<file path="config.mk">
export PLATFORM = sky130hd
export DESIGN_NAME = sort_stream16
export DESIGN_NICKNAME = d
export VERILOG_FILES = /design/src/rtl/sort_stream16.sv
export SDC_FILE = /design/constraint.sdc
export NUM_CORES = 1
export LEC_CHECK = 0
export BUFFER_PORTS_ARGS = -buffer_cell sky130_fd_sc_hd__buf_2
export CORE_AREA = 2 2 217 219
export CTS_CLUSTER_DIAMETER = 100
export DETAILED_ROUTE_END_ITERATION = 8
export DIE_AREA = 0 0 219 221
export GPL_ROUTABILITY_DRIVEN = 0
export PLACE_DENSITY = 0.73
export SYNTH_ARGS = -nofsm -noshare
export SYNTH_HDL_FRONTEND = slang
export SYNTH_SLANG_ARGS = --single-unit
</file>
<file path="constraint.sdc">
create_clock -name clk -period 5.5 [get_ports clk]
set_clock_uncertainty 0.2 [all_clocks]
set_input_delay 0.275 -clock clk [delete_from_list [all_inputs] [get_ports clk]]
set_output_delay 0.275 -clock clk [all_outputs]
set_load 0.05 [all_outputs]
</file>
<file path="src/rtl/sort_stream16.sv">
// rtl/sort_stream16.sv - block-streaming front end for a combinational bitonic sorter
// Optional flush port enabled by SORT_STREAM_FLUSH_EN.
module sort_stream16 #(
  parameter int K = 16
) (
  input  logic              clk,
  input  logic              rst_n,
`ifdef SORT_STREAM_FLUSH_EN
  input  logic              flush,
`endif
  input  logic [15:0]       in_data,
  input  logic              in_dir,
  input  logic              in_valid,
  output logic              in_ready,
  output logic [16*K-1:0]   sort_in_array,
  output logic              sort_dir,
  input  logic [16*K-1:0]   sort_out_array,
  output logic [15:0]       out_data,
  output logic              out_valid,
  input  logic              out_ready,
  output logic              out_last
);

  localparam int CW = $clog2(K);
  localparam logic [CW-1:0] LAST_IDX = CW'(K - 1);

  typedef enum logic [1:0] {LOAD, SORT, DRAIN} state_t;

  state_t            state;
  logic [CW-1:0]     load_cnt;
  logic [CW-1:0]     out_cnt;
  logic [16*K-1:0]   out_buf;
  logic              flush_i;

`ifdef SORT_STREAM_FLUSH_EN
  assign flush_i = flush;
`else
  assign flush_i = 1'b0;
`endif

  // Handshake flags decode from state only; flush gates in_ready so its concurrent word is dropped.
  assign in_ready  = (state == LOAD) && !flush_i;
  assign out_valid = (state == DRAIN);
  assign out_last  = (state == DRAIN) && (out_cnt == LAST_IDX);
  assign out_data  = out_buf[16*int'(out_cnt) +: 16];

  always_ff @(posedge clk or negedge rst_n) begin
    if (!rst_n) begin
      state         <= LOAD;
      load_cnt      <= '0;
      out_cnt       <= '0;
      sort_in_array <= '0;
      sort_dir      <= 1'b0;
      out_buf       <= '0;
    end else begin
      case (state)
        LOAD: begin
          if (flush_i) begin
            load_cnt <= '0;
          end else if (in_valid) begin
            sort_in_array[16*int'(load_cnt) +: 16] <= in_data;
            if (load_cnt == '0) sort_dir <= in_dir;
            if (load_cnt == LAST_IDX) begin
              load_cnt <= '0;
              state    <= SORT;
            end else begin
              load_cnt <= load_cnt + CW'(1);
            end
          end
        end
        SORT: begin
          out_buf <= sort_out_array;
          out_cnt <= '0;
          state   <= DRAIN;
        end
        DRAIN: begin
          if (out_ready) begin
            if (out_cnt == LAST_IDX) begin
              out_cnt  <= '0;
              load_cnt <= '0;
              state    <= LOAD;
            end else begin
              out_cnt <= out_cnt + CW'(1);
            end
          end
        end
        default: state <= LOAD;
      endcase
    end
  end

endmodule

</file>
==> results.json, run 1 <==
{
  "status": "complete, no violations",
  "cts_sinks": 523,
  "synth_top_area_share_pct": 59.0,
  "cp-end-kind": "primary output",
  "maxCapViolations": 0,
  "fin_crit_sh_pct": 70.8,
  "final_cell_mix": "buf_2, dfrtp_1, mux2_2",
  "setup-tns-final_ns": 0,
  "first_pass_iters": 5,
  "grt_pass1_vias": 18500,
  "worst_pin_slew_ns": 1.26,
  "synthCells": 1731,
  "cts_tree": "yes",
  "syn_area_per_cell_sq_um": 12.8,
  "dieWidth_um": 219,
  "die_h_um": 221,
  "critical_path.cell_chain": "buf_4 > mux4_2 > o22ai_1 > nor2_1 > buf_2",
  "path_class": "flip-flop to primary output",
  "grt_remaining_overflow": 0,
  "setup_viol": 0,
  "peakVddDrop_v": 0.000402,
  "critical-path-top-delay-family": "flip-flops",
  "drive_gt1_share_pct": 41.2,
  "area_growth_pct": 34.7,
  "htree_levels": 2,
  "antenna_found_initial": 7,
  "synth_seq_cells": 523,
  "drc_errors": 0,
  "p_leak_uw": 0.0153,
  "num_vias": 17400,
  "cts-resized-gates": 0,
  "p_per_area_mw_per_mm2": 454,
  "setup_slack_ns": 1.61,
  "cts-root-buf": "clkbuf_16",
  "critical_path_arrival_ns": 3.42,
  "ys_seq_area_share_pct": 59.0,
  "io_buffers": 552,
  "ant_nets": 0,
  "slowest_stage": "dfrtp_2",
  "grt_max_degree": 158,
  "yosysWarnings": 0,
  "pre_cts_slack_ns": 1.74,
  "grt_pass1_wl_mm": 110,
  "rsz0062_at_grt": "no",
  "ys_top_cells_by_area": "dfrtp_1, mux2_2, mux4_2",
  "totalWireLength_mm": 71.9,
  "startpoint_type": "flip-flop",
  "synthFlopType": "dfrtp_1",
  "dpl.hpwl_mm": 46.9,
  "async_reset_ff_share_pct": 100,
  "timing.rr.start": "load_cnt[0]$_DFFE_PN0P_",
  "final_nets": 2784,
  "initialDrtViolationCount": 1554,
  "synth_cell_types": 44,
  "slowest_delay_ns": 0.86,
  "finalCriticalPeriod_ns": 3.89,
  "cts_buffers": 53,
  "relSlewSlack_pct": 16.0,
  "clkLatencyLatePin_ns": 0.58,
  "start_util_pct": 48.2,
  "critPathBufInv": 2,
  "clkTransAtPathRegs_ns": 0.06,
  "layout_commonest_cell": "buf_2",
  "post_drt_wl_per_cell_um": 22.8,
  "synth_edf_count": 0,
  "core-area_sq_mm": 0.0461,
  "cp_max_fo": 25,
  "clock.fmax_mhz": 257,
  "cts_buffer_depth": 3,
  "hold_class": "input port to asynchronous set/reset pin",
  "vias_per_cell": 5.51,
  "cp.required_ns": 5.03,
  "io_pins": 553,
  "row_count": 79,
  "finalHoldViolations": 0,
  "syn_area_sq_mm": 0.0222,
  "yosys.area.top_type": "dfrtp_1",
  "finalMaxSlewViolations": 0,
  "track_usage_pct": 29.8,
  "die_area_sq_mm": 0.0484,
  "startpoint": "out_cnt[0]$_DFFE_PN0P_",
  "fill_cells": 3284,
  "syn_nets": 2012,
  "fin_util_pct": 64.9
}
metrics by stage:
stage	instance area, sq um	hold WS (ns)	power [uW]	std cells
finish	29900	0.0974	13600	3152
global route	29900	0.152	14200	3151
detailed placement	25400	0.139	9830	2779
CTS	29900	0.103	13600	3146
global placement	25400	0.136	9730	2779
floorplan	22200	-0.221	8310	1731
repair_timing:
item | 4_1_cts | 5_1_grt
setup buffers | 0 | 0
hold endpoints to repair | 472 | 0
hold buffers | 276 | 0
final cells by class:
cell class	instances	area, sq um	area share, %
Sequential cell	523	13100	43.8
Inverter	68	255	0.854
Clock inverter	14	178	0.594
Clock buffer	77	1550	5.17
Timing Repair Buffer	851	5760	19.3
Multi-Input combinational cell	1006	8300	27.7
Tap cell	607	759	2.54
Antenna cell	6	15.0	0.0502
Yosys cell counts, drive strengths merged (2+ instances only):
library cell,n
nor2b,8
or2,2
nand2b,5
mux2i,27
o22ai,27
buf,67
o2111ai,7
nand3,72
and2,24
nor3b,3
ha,4
inv,68
nand4,4
a22oi,8
o21a,2
nor2,18
mux4,52
a31oi,2
and3,18
dfrtp,523
o21ai,184
nor3,3
nand2,185
clkbuf,67
a21oi,4
mux2,340
power breakdown:
group | switching, uW | internal, uW
clock | 1490 | 2120
combinational | 3690 | 1340
sequential | 541 | 4390
worst register-to-register path: cells and delay by family, from the launching register on:
kind / cells / cell delay, ns
muxes: 1 / 0.42
DFF: 1 / 0.35
buffers and inverters: 2 / 0.72
and+or+nand+nor: 4 / 1.67
adders and majority gates: 1 / 0.32
sequential cells by signal, summed over array words and instances, names as in the netlist:
register and flops:
load_cnt 4, sort_in_array 256, sort_dir 1, out_cnt 4, state 2, out_buf 256
final timing paths:
| kind | slack (ns) | to | depth (start not counted) |
|---|---|---|---|
| max in group asynchronous | 3.64 | sort_in_array[66]$_DFFE_PN0P_ | 3 |
| setup reg to reg | 1.68 | sort_in_array[30]$_DFFE_PN0P_ | 8 |
| hold / removal | 0.1 | sort_in_array[123]$_DFFE_PN0P_ | 2 |
| hold reg to reg | 0.28 | sort_in_array[87]$_DFFE_PN0P_ | 2 |
| setup / recovery | 1.61 | out_data[2] | 5 |
| min in group clk | 0.26 | out_buf[247]$_DFFE_PN0P_ | 3 |
per-layer routing:
layer | share of wire [%] | up-vias | track usage, % | wire, um
li1 | - | 7599 | - | -
met1 | 37 | 8740 | 35.7 | 26400
met2 | 50 | 833 | 50.6 | 35700
met3 | 8.5 | 195 | 7.37 | 6080
met4 | 5.1 | 6 | 13.7 | 3690
met5 | 0.064 | - | 0 | 46
cells by family (layout without fill, tap and decap cells):
family,Yosys count,after routing,synth area share (%)
muxes,419,419,23.7
DFF,523,523,59.0
and+or+nand+nor,345,345,7.26
other,0,6,0
adders and majority gates,4,4,0.226
xor gates and xnor gates,1,1,0.0395
buffers and inverters,202,1010,3.80
AOI/OAI and AO/OA,237,237,5.96
(Power assumes the default switching activity.)
==> run 2, diff against run 1 <==
==> config.mk (replaced) <==
export PLATFORM = sky130hd
export DESIGN_NAME = sort_stream16
export DESIGN_NICKNAME = d
export VERILOG_FILES = /design/src/rtl/sort_stream16.sv
export SDC_FILE = /design/constraint.sdc
export NUM_CORES = 1
export LEC_CHECK = 0
export ABC_AREA = 1
export BUFFER_PORTS_ARGS = -buffer_cell sky130_fd_sc_hd__buf_2
export CORE_AREA = 2 2 215 217
export CTS_CLUSTER_DIAMETER = 100
export DETAILED_ROUTE_END_ITERATION = 8
export DIE_AREA = 0 0 217 219
export GPL_ROUTABILITY_DRIVEN = 0
export PLACE_DENSITY = 0.76
export SYNTH_ARGS = -nofsm -noshare
export SYNTH_HDL_FRONTEND = slang
export SYNTH_SLANG_ARGS = --single-unit
==> constraint.sdc (replaced) <==
create_clock -name clk -period 4.05 [get_ports clk]
set_clock_uncertainty 0.2 [all_clocks]
set_input_delay 0.2025 -clock clk [delete_from_list [all_inputs] [get_ports clk]]
set_output_delay 0.2025 -clock clk [all_outputs]
set_load 0.05 [all_outputs]
==> run 2 against run 1 <==
Against the previous run:
- wire length rose by 24%
- non-clock buffer count grew 9
- core utilization rose by 2.5 points
- sequential cell count unchanged
- largest power group is now sequential cells
- register-to-register slack worse by 1.3 ns
- hold slack got worse by 0.020 ns
==> results.json, run 2 <==
{
  "synth_cell_types": 26,
  "ys_top_cells_by_area": "dfrtp_1, mux2_2, nand2_1",
  "setup-tns-final_ns": 0,
  "cts_buffer_depth": 3,
  "yosysWarnings": 0,
  "p_int_uw": 9480,
  "synth.most_common_cell": "nand2_1",
  "grt_pass1_wl_mm": 133,
  "yosys.area_share.adder_pct": 0.220,
  "post_drt_wl_per_cell_um": 23.5,
  "critical_path_arrival_ns": 3.33,
  "rsz0062_at_grt": "no",
  "setup_slack_ns": 0.315,
  "largestRegisters": "out_buf: 256 flops, sort_in_array: 256 flops",
  "yosys.area_share.simple_pct": 17.7,
  "totalWireLength_mm": 89.0,
  "cts_tree": "yes",
  "reg2reg_depth": 8,
  "p_per_area_mw_per_mm2": 511,
  "peakVddDrop_v": 0.000776,
  "syn_area_per_cell_sq_um": 9.49,
  "stdcell_area_sq_mm": 0.0304,
  "p_leak_uw": 0.0156,
  "cp_max_fo": 69,
  "p_switching_uw": 6050,
  "cts_buffers": 54,
  "fin_util_pct": 67.5,
  "p_clk_share_pct": 31.1,
  "die_area_sq_mm": 0.0475,
  "cp.required_ns": 3.65,
  "synth_edf_count": 0,
  "final_nets": 3433,
  "post_dp_cell_area_sq_mm": 0.0260,
  "yosys.area.top_type": "dfrtp_1",
  "synth_top_area_share_pct": 57.5,
  "relSlewSlack_pct": 25.0,
  "first_pass_iters": 7,
  "drc_errors": 0,
  "cts_sinks": 523,
  "drive_gt1_share_pct": 27.7,
  "num_vias": 22300,
  "clock.fmax_mhz": 268,
  "synth_top_family_by_area": "simple AND/OR/NAND/NOR gates",
  "fin_crit_sh_pct": 92.2,
  "status": "complete, no violations",
  "ys_seq_area_share_pct": 57.5,
  "finalHoldViolations": 0,
  "syn_area_sq_mm": 0.0228,
  "synth-compound-area-share_pct": 9.63,
  "rrSetupSlack_ns": 0.38,
  "finalCriticalPeriod_ns": 3.74,
  "io_pins": 553,
  "syn_nets": 2678,
  "cts-root-buf": "clkbuf_16",
  "ant_nets": 0,
  "synthCells": 2397,
  "synthFlopType": "dfrtp_1",
  "synth_seq_cells": 523,
  "antenna_found_initial": 6,
  "initialDrtViolationCount": 3157,
  "dieWidth_um": 217,
  "dpl.hpwl_mm": 55.1,
  "start_util_pct": 50.5,
  "holdWs_ns": 0.0779,
  "hold_class": "input port to asynchronous set/reset pin",
  "core-area_sq_mm": 0.0451,
  "timing.rr.start": "load_cnt[1]$_DFFE_PN0P_",
  "htree_levels": 2,
  "synthMuxAreaShare_pct": 9.50,
  "cts-resized-gates": 0,
  "synth_commonest_cells": "nand2_1, dfrtp_1, nor2_1",
  "finalMaxSlewViolations": 0,
  "seqPwrFrac_pct": 36.3,
  "io_buffers": 552,
  "grt_max_degree": 116,
  "vias_per_cell": 5.89,
  "layout_commonest_cell": "buf_2",
  "area_growth_pct": 33.7,
  "r2r-end": "sort_in_array[22]$_DFFE_PN0P_",
  "sw_frac_of_total_pct": 38.9,
  "maxCapViolations": 0,
  "clkTransAtPathRegs_ns": 0.06,
  "startpoint": "out_cnt[0]$_DFFE_PN0P_",
  "clkLatencyLatePin_ns": 0.60,
  "pre_cts_slack_ns": 0.483,
  "synth-xor-area-share_pct": 0.121,
  "die_h_um": 219,
  "worst_pin_slew_ns": 1.12,
  "grt_pass1_vias": 22400,
  "startpoint_type": "flip-flop",
  "p_comb_share_pct": 32.7,
  "row_count": 78,
  "track_usage_pct": 37.0,
  "setup_viol": 0,
  "async_reset_ff_share_pct": 100,
  "cp-end-kind": "primary output",
  "path_class": "flip-flop to primary output",
  "cts_setup_buffers": 0,
  "final_cell_mix": "buf_2, nand2_1, dfrtp_1",
  "grt_remaining_overflow": 0
}
[run 2: cell types whose count changed after synthesis, moves of 27 or more]
cell,delta
inv_1,+62
nand2_1,+351
o22ai_1,-27
mux2_2,-128
a21oi_1,+113
mux4_2,-52
o211ai_1,+47
o21ai_1,+67
nor2_1,+199
nand3_1,+51
nand4_1,+64
mux2i_1,-27
[run 2: worst max-delay path by stage]
stage / to / slack (ns) / cells after the start
after global routing: sort_in_array[29]$_DFFE_PN0P_ / 0.09 / 8
after detailed placement: sort_in_array[22]$_DFFE_PN0P_ / 0.48 / 8
after floorplan: sort_in_array[230]$_DFFE_PN0P_ / 1.46 / 12
final: out_data[12] / 0.31 / 6
after CTS: sort_in_array[22]$_DFFE_PN0P_ / 0.45 / 8
after global placement: sort_in_array[26]$_DFFE_PN0P_ / 0.66 / 8
[run 2: cell families (layout without fill, tap and decap cells)]
group                      count (synthesis)  in the layout
other                                      0              5
AOI/OAI and AO/OA                        414            414
and+or+nand+nor                          964            964
adders and majority gates                  4              4
buffers and inverters                    299           1085
xor gates and xnor gates                   1              1
muxes                                    192            192
DFF                                      523            523
[run 2: metal layers]
layer	global-route usage, %	wire length [um]	up-vias
li1	-	-	9454
met1	44.0	31000	10600
met2	60.3	41500	1782
met3	9.33	9730	454
met4	23.7	6860	6
met5	0	43	-
[run 2: power groups by stage]
stage               clock network, uW  logic, uW  registers, uW
floorplan                           0       2760           5810
global placement                    0       4450           5680
detailed placement                  0       4500           5690
CTS                              4780       4730           5600
global route                     5060       5280           5640
finish                           4830       5070           5630
[run 2: cell type report]
class / instances / area (sq um)
fill: 3157 / 14700
sequential: 523 / 13100
multi-input combinational: 1575 / 8480
timing repair buffer: 860 / 5900
clock buffer: 76 / 1580
tap: 600 / 751
inverter: 138 / 518
clock inverter: 11 / 85.1
antenna: 5 / 12.5
[run 2: metrics by stage]
step,std cells,total power (uW)
after floorplan,2397,8570
after global placement,3420,10100
after detailed placement,3420,10200
after CTS,3783,15100
after global routing,3785,16000
final,3788,15500
[run 2: worst max-delay path, cell delays in order, from the launching register on]
cell and delay [ns]:
dfrtp_4 0.71, buf_4 0.65, o21ai_0 0.34, nand3_1 0.17, nand3_1 0.26, nand2_1 0.27, buf_2 0.31
[run 2: timing repair]
action,CTS,global route
hold buffers,276,0
hold endpoints to repair,451,0
setup endpoints to repair,0,0
==> run 3, diff against run 2 <==
--- a/config.mk
+++ b/config.mk
@@ -12,7 +12,7 @@
 export DETAILED_ROUTE_END_ITERATION = 8
 export DIE_AREA = 0 0 217 219
 export GPL_ROUTABILITY_DRIVEN = 0
-export PLACE_DENSITY = 0.76
+export PLACE_DENSITY = 0.72
 export SYNTH_ARGS = -nofsm -noshare
 export SYNTH_HDL_FRONTEND = slang
 export SYNTH_SLANG_ARGS = --single-unit
==> constraint.sdc (replaced) <==
create_clock -name clk -period 4.05 [get_ports clk]
set_clock_uncertainty 0.2 [all_clocks]
set_input_delay 0.2025 -clock clk [delete_from_list [all_inputs] [get_ports clk]]
set_output_delay 0.2025 -clock clk [all_outputs]
set_load 0.02 [all_outputs]
==> run 3 against run 2 <==
Against the previous run:
- worst setup slack lost 0.086 ns
- sequential share of layout area shrank 0.24 points
- core utilization grew 0.38 points
- combinational power shrank 13%
- power shrank 0.96%
- via count shrank 1.4%
- sequential cell count is the same
- count of clock-buffer cells in the layout shrank 2
- clock power grew 10%
- non-clock buffer count shrank 5
==> results.json, run 3 (synthesis gave the netlist of run 2 again) <==
{
  "layout_commonest_cell": "buf_2",
  "setup_viol": 0,
  "track_usage_pct": 36.2,
  "totalWireLength_mm": 86.8,
  "critical-path-top-delay-family": "simple AND/OR/NAND/NOR gates",
  "critical_path_arrival_ns": 3.42,
  "clock.fmax_mhz": 262,
  "finalCriticalPeriod_ns": 3.82,
  "finalHoldViolations": 0,
  "maxCapViolations": 0,
  "grt_max_degree": 102,
  "relSlewSlack_pct": 6.31,
  "post_drt_wl_per_cell_um": 22.8,
  "rsz0062_at_grt": "no",
  "core-area_sq_mm": 0.0451,
  "cts_sinks": 523,
  "cp_max_fo": 50,
  "slowest_delay_ns": 0.84,
  "final_cell_mix": "buf_2, nand2_1, dfrtp_1",
  "drive_gt1_share_pct": 28.0,
  "clkLatencyLatePin_ns": 0.59,
  "antenna_found_initial": 6,
  "grt_remaining_overflow": 0,
  "holdWs_ns": 0.0442,
  "path_class": "flip-flop to primary output",
  "dpl.hpwl_mm": 54.7,
  "hold_class": "input port to asynchronous set/reset pin",
  "cts_buffers": 53,
  "area_growth_pct": 34.4,
  "critPathBufInv": 2,
  "cp_common_cell": "nand3_1",
  "io_pins": 553,
  "fin_crit_sh_pct": 94.3,
  "cts-root-buf": "clkbuf_16",
  "row_count": 78,
  "p_per_area_mw_per_mm2": 503,
  "p_leak_uw": 0.0157,
  "die_area_sq_mm": 0.0475,
  "slowest_stage": "dfrtp_2",
  "dieWidth_um": 217,
  "critical_path.cell_chain": "inv_2 > nor2_1 > o21ai_0 > nand3_1 > nand3_1 > nand2_1 > buf_2",
  "drc_errors": 0,
  "cts_tree": "yes",
  "start_util_pct": 50.5,
  "initialDrtViolationCount": 2776,
  "cts_buffer_depth": 3,
  "cts_setup_buffers": 0,
  "startpoint_type": "flip-flop",
  "largestRegisters": "out_buf: 256 flops, sort_in_array: 256 flops",
  "htree_levels": 2,
  "vias_per_cell": 5.80,
  "ant_nets": 0,
  "grt_pass1_wl_mm": 130,
  "final_nets": 3427,
  "status": "complete, no violations",
  "fill_cells": 3236,
  "worst_pin_slew_ns": 1.40,
  "die_h_um": 219,
  "first_pass_iters": 7,
  "cp.required_ns": 3.65,
  "finalMaxSlewViolations": 0,
  "cp-end-kind": "primary output",
  "setup-tns-final_ns": 0,
  "grt_pass1_vias": 21700,
  "num_vias": 22000,
  "clkTransAtPathRegs_ns": 0.06,
  "io_buffers": 552,
  "peakVddDrop_v": 0.000469
}
run 3: final timing paths:
| path | startpoint | end | slack (ns) | cells after the start |
|---|---|---|---|---|
| worst max register to register | load_cnt[0]$_DFFE_PN0P_ | sort_in_array[31]$_DFFE_PN0P_ | 0.64 | 9 |
| min in group clk | sort_out_array[34] | out_buf[34]$_DFFE_PN0P_ | 0.18 | 3 |
| worst min register to register | sort_in_array[34]$_DFFE_PN0P_ | sort_in_array[34]$_DFFE_PN0P_ | 0.27 | 2 |
| max in group asynchronous | rst_n | out_buf[241]$_DFFE_PN0P_ | 2.54 | 3 |
| worst min-delay path | rst_n | sort_in_array[249]$_DFFE_PN0P_ | 0.04 | 2 |
| worst max-delay path | out_cnt[1]$_DFFE_PN0P_ | out_data[9] | 0.23 | 7 |
run 3: report_power, final:
| part | internal [uW] | leakage (uW) | switching [uW] |
|---|---|---|---|
| Sequential | 5440 | 0.00669 | 224 |
| Combinational | 1260 | 0.00811 | 3130 |
| Clock | 3180 | 0.000934 | 2140 |
| Total | 9890 | 0.0157 | 5490 |
run 3: metrics by stage:
step / worst slack [ns] / instances / utilization [%] / instance area, sq um / power, uW
after floorplan: 1.47 / 2397 / - / 22800 / 8030
after CTS: 0.408 / 3791 / 67.8 / 30600 / 15000
after global routing: 0.202 / 3794 / 67.8 / 30600 / 15800
after global placement: 0.893 / 3414 / 57.5 / 25900 / 9530
after detailed placement: 0.737 / 3414 / 57.5 / 25900 / 9590
final: 0.229 / 3797 / 67.8 / 30600 / 15400
run 3: timing repair:
item / 4_1_cts / 5_1_grt
hold buffers: 277 / 0
endpoints found under the hold margin: 445 / 0
gates resized for setup: 0 / 0
run 3: layer usage:
metal | wire, um | global-route usage (%)
met1 | 31000 | 43.2
met2 | 40000 | 58.2
met3 | 9130 | 9.88
met4 | 6590 | 23.0
met5 | 13 | 0
run 3: layout make-up:
type	instances	area, sq um	area share, %
multi-input cells	1575	8480	27.7
well taps	600	751	2.45
repair buffers	855	5840	19.1
flip-flops and latches	523	13100	42.8
clock inverters	26	345	1.13
diodes	6	15.0	0.0491
inverters	138	518	1.69
clock buffers	74	1550	5.06
